==> src/rtl/mux_sel_reg_nway.sv <==
// mux_sel_reg_nway: N-way valid/ready operand mux (direct or round-robin grant) into a one-entry output register
module mux_sel_reg_nway #(
    parameter int WIDTH = 16,
    parameter int NCH   = 4,
    parameter int SELW  = (NCH > 1) ? $clog2(NCH) : 1
) (
    input  logic                 clk,
    input  logic                 rst_n,
    input  logic [NCH*WIDTH-1:0] in_data,
    input  logic [NCH-1:0]       in_valid,
    output logic [NCH-1:0]       in_ready,
    input  logic [SELW-1:0]      sel,
    input  logic                 mode,
    output logic [WIDTH-1:0]     out_data,
    output logic                 out_valid,
    input  logic                 out_ready,
    output logic [SELW-1:0]      out_chan
);
    localparam int NPAD = 1 << SELW;
    typedef logic [SELW-1:0] idx_t;

    function automatic idx_t wrap_idx(input int v);
        return idx_t'(v % NCH);
    endfunction

    logic [NPAD-1:0] valid_pad;
    idx_t            rr_ptr;
    idx_t            rr_grant;
    idx_t            grant;
    idx_t            rr_next;
    logic            rr_found;
    logic            granted;
    logic            can_load;
    logic            load;

    // Indices past NCH-1 see a zero-padded valid bit, so an out-of-range sel never grants
    assign valid_pad = NPAD'(in_valid);
    assign can_load  = !out_valid || out_ready;

    always_comb begin
        rr_found = 1'b0;
        rr_grant = '0;
        for (int k = 0; k < NCH; k++) begin
            if (!rr_found && in_valid[wrap_idx(int'(rr_ptr) + k)]) begin
                rr_found = 1'b1;
                rr_grant = wrap_idx(int'(rr_ptr) + k);
            end
        end
    end

    assign granted  = mode ? rr_found : valid_pad[sel];
    assign grant    = mode ? rr_grant : sel;
    assign load     = rst_n && can_load && granted;
    assign in_ready = load ? (NCH'(1) << grant) : '0;
    assign rr_next  = (grant == idx_t'(NCH - 1)) ? '0 : grant + 1'b1;

    always_ff @(posedge clk or negedge rst_n) begin
        if (!rst_n) begin
            out_data  <= '0;
            out_chan  <= '0;
            out_valid <= 1'b0;
            rr_ptr    <= '0;
        end else if (load) begin
            out_data  <= in_data[grant*WIDTH +: WIDTH];
            out_chan  <= grant;
            out_valid <= 1'b1;
            if (mode)
                rr_ptr <= rr_next;
        end else if (out_ready) begin
            out_valid <= 1'b0;
        end
    end
endmodule

==> config.mk <==
export PLATFORM = sky130hd
export DESIGN_NAME = mux_sel_reg_nway
export DESIGN_NICKNAME = d
export VERILOG_FILES = /design/src/rtl/mux_sel_reg_nway.sv
export SDC_FILE = /design/constraint.sdc
export NUM_CORES = 1
export LEC_CHECK = 0
export BUFFER_PORTS_ARGS = -buffer_cell sky130_fd_sc_hd__buf_2
export CAP_MARGIN = 20
export CORE_AREA = 2 2 72 74
export CTS_CLUSTER_DIAMETER = 50
export DETAILED_ROUTE_END_ITERATION = 12
export DIE_AREA = 0 0 74 76
export GPL_TIMING_DRIVEN = 0
export HOLD_SLACK_MARGIN = 0.08
export PLACE_DENSITY = 0.89
export SLEW_MARGIN = 10
export SYNTH_ARGS = -nofsm -noshare
export SYNTH_HDL_FRONTEND = slang
export SYNTH_SLANG_ARGS = --single-unit
==> constraint.sdc <==
create_clock -name clk -period 1.8 [get_ports clk]
set_clock_uncertainty 0.15 [all_clocks]
set_input_delay 0.09 -clock clk [delete_from_list [all_inputs] [get_ports clk]]
set_output_delay 0.09 -clock clk [all_outputs]
set_load 0.005 [all_outputs]
==> results list <==
- Clock net sink count: 21
- Of the synthesized area, sequential elements account for 0.259.
* Overall die area: around 5600 sq um
- In the routed design, unresolved DRC markers number 0.
- The number of hold violations in the final report was 0.
- Ordered cell list for the critical path: buf_6, nand2_4, a221o_2, a31oi_2, and3_1, buf_2
- Critical hold path startpoint: in_data[59]
* Netlist area before placement: just over 2000 sq um
- Port buffering added 95 buffers.
- After synthesis the netlist holds a flip-flop and latch count of 21.
- The total overflow left after global routing is 0.
* Htree depth: 1
- The number of antenna violations at the first check in global routing is 0.
- Sorting the synthesized cells by area gives the leading types as dfrtp_1 (26%), mux2_2 (9.4%), a211oi_1 (8.1%).
- Placed Area: 2730 sq um
* Maximum operating frequency: 0.461 GHz
* Critical path peak fanout: 4
- Excluding fillers, the count of instances in the completed layout stands at roughly 460.
- Post-route cell area: around 3700 sq um
- The critical path in this run is classified as reg2out.
- 0 antenna diodes ended up in the layout.
- Layout filler cell count: around 310
- Library cell with the largest summed area after synthesis: dfrtp_1
- STA classifies the critical path startpoint as a flop.
* Hold slack final: 67.1 ps
- Die width: around 74 microns
- Setup violations remaining at the end of the flow were counted as 22.
- Worst-path cell with the longest stage delay: dfrtp_1
- For this configuration, the core starts out at a cell density of 0.413.
* Most instantiated library cell after synthesis: a211oi_1
- Layout cell share with drive strength beyond 1: 0.580
- The die is ~76 microns tall.
- Global Route Usage Sum: 0.332
- Relative to the synthesized area, the layout overhead comes to 81.5%.
* Outcome: finished with violations
- Maximum count of clock buffers along a single path: 2
- Violated checks: negative setup slack
* Area of the placeable core: 4910 sq um
- Max-slew violation count: 0
* Reg area: 526 sq um
- For the pin with the worst max-slew slack, the measured transition is approximately 760 ps.
- In this run the static leakage power is between 0.0015 and 0.002 uW.
* Mean instance size in the synthesized netlist: about 8.7 sq um
- Among all flip-flop cells after synthesis, the most frequent one is dfrtp_1.
* Clk_lat worst skew: ~280 ps
- Critical path launch point: rr_ptr[1]
- In the final routed layout, each cell accounts on average for around 22 microns.
- Detailed-routing wirelength on met1: between 3000 and 4000 microns
* Maximum single-stage delay on the critical path: about 420 ps
* Number of buffers and inverters on the critical path: 2
- Net Count, Synth: roughly 310
- Top-Level Pins: 97
* Setup WS post-layout: -368 ps
- The worst path in the final design needs a cycle of about 2200 ps, including I/O delays and setup.
- Synth async-reset ratio: 1.00
* Setup slack of the worst register-to-register path: -330 ps
* Setup repair after global routing missed its margin: yes
* Routed Wire Length: about 9900 microns
- The multi-input combinational cells in the finished layout cover a total of roughly 1700 sq um.
- Launch point of the worst reg-to-reg path: rr_ptr[1]
- Worst EP required: ~1600 ps
- The share of synthesized area in the top cell type comes to 0.259.
- Share of the clock period used by the worst path after layout: 1.20
* Antenna-violating nets left: 0
- Via count: roughly 2900
* Number of CTS-inserted buffers: 3
* Via count of the first global-routing pass: a little over 3000
- The first global-routing pass estimated between 10000 and 15000 microns of wire.
- For this run, the detailed router's first-pass iteration total came to 5.
* Starting DRC count in detailed routing: 280
- Uppermost routed layer: met4
* Peak supply drop: 0.521 mV
- Met3 wire len: 729 microns
- Clock-pin slew was measured on the worst setup and hold paths at 90 ps.
* Slew margin rel.: 0.497
- Row generation in the floorplan step produced 26 rows.
* Clock Root Buffer: clkbuf_8
- Broken down by cell family, the worst path's largest delay share belongs to compound AO/OA/AOI/OAI gates.
- Post-Synthesis Cells: about 230
- Counting flops with a built-in enable in the synthesized netlist gives 0.
- Via density per instance: roughly 6.3
* Post-Place Worst Slack: -516 ps
- Max capacitance violation total: 0
- Dpl cells: 397
- At the end of the flow, the number of nets in the layout was roughly 460.
- At the end of routability-driven placement, the weighted congestion stood at slightly below 0.9.
* Length of routed met2 wiring: 5160 microns
- Data arrival, critical path: 1930 ps
* Hpwl dp: between 5000 and 6000 microns
- Clock tree from TritonCTS: built
- Endpoint type of the worst setup path: output pin
- The synthesized netlist contains 38 unique library cells.
- HP Class: in2reg
- In the synthesized netlist, the cells that appear most often are a211oi_1 (22), dfrtp_1 (21), inv_1 (18).
- For this design the ratio of total power to cell area is 930 nW/um^2.
- Pin count of the biggest net entering global routing: 22
* Synth Warn #: 0
flip-flops by register name, summed over array words and instances (netlist names):
name,cells
out_data,16
out_valid,1
out_chan,2
rr_ptr,2
area by class of cell:
type,instances,area share
plain buffers,20,0.0442
clock buffers,4,0.0122
inverters,18,0.0184
multi-input cells,171,0.474
flip-flops and latches,21,0.143
well taps,70,0.0238
repair buffers,152,0.285
placed cells by master, fill, tap and decap left out, types with 3 or more instances in the layout:
| cell | count |
|---|---|
| a211oi_2 | 20 |
| a211oi_4 | 10 |
| a22oi_1 | 11 |
| a22oi_2 | 5 |
| a31oi_1 | 8 |
| a31oi_2 | 8 |
| buf_12 | 3 |
| buf_2 | 101 |
| buf_4 | 17 |
| buf_6 | 5 |
| clkbuf_1 | 6 |
| clkbuf_8 | 3 |
| dfrtp_1 | 21 |
| dlygate4sd3_1 | 37 |
| inv_1 | 18 |
| mux2_2 | 17 |
| nand2_1 | 4 |
| nor2_1 | 4 |
| nor2b_1 | 3 |
| nor4b_1 | 7 |
| nor4b_2 | 9 |
| o21ai_0 | 17 |
| o22ai_1 | 16 |
routing by layer:
metal	vias to the layer above	global-route usage
met5	-	0
met4	0	0.160
met3	39	0.0503
met2	223	0.588
met1	1374	0.377
li1	1228	-
worst min-delay path, cell delays in order:
cell	delay (ps)
buf_2	110
a22oi_2	180
a211oi_2	80
through the flow:
stage / power (uW) / TNS [ps] / utilization
2_1_floorplan: 1810 / -1550 / -
5_1_grt: 3560 / -7030 / 0.749
3_5_place_dp: 2340 / -9900 / 0.556
4_1_cts: 3070 / -5300 / 0.706
6_report: 3420 / -6150 / 0.749
3_3_place_gp: 2280 / -7900 / 0.556
what timing repair did:
item,in CTS,in global routing
hold buffers,37,0
resized for setup,36,32
buffers inserted,17,1
endpoints found under the setup margin,24,24
pin swaps,17,19
endpoints found under the hold margin,37,0
gates cloned,1,1
worst paths after layout:
check	end	depth (start not counted)
worst max-delay path	in_ready[1]	6
worst min-delay path	out_data[11]	3
worst max register to register	out_data[9]	7
worst min register to register	out_chan[0]	1
max in group asynchronous	out_data[7]	3
min in group asynchronous	out_data[10]	2
cell families after synthesis:
| family | share of synthesized area |
|---|---|
| AO/OA/AOI/OAI | 0.392 |
| XOR/XNOR | 0.00432 |
| buffers and inverters | 0.0870 |
| flip-flops | 0.259 |
| multiplexers | 0.110 |
| AND/OR/NAND/NOR | 0.147 |
report_power, final:
group / leakage [uW] / internal (uW) / total, uW / switching [uW]
combinational: 0.00130 / 1090 / 2260 / 1180
clock: 0.0000228 / 159 / 353 / 194
sequential: 0.000235 / 666 / 805 / 139
Power figures use the tool's default switching activity.
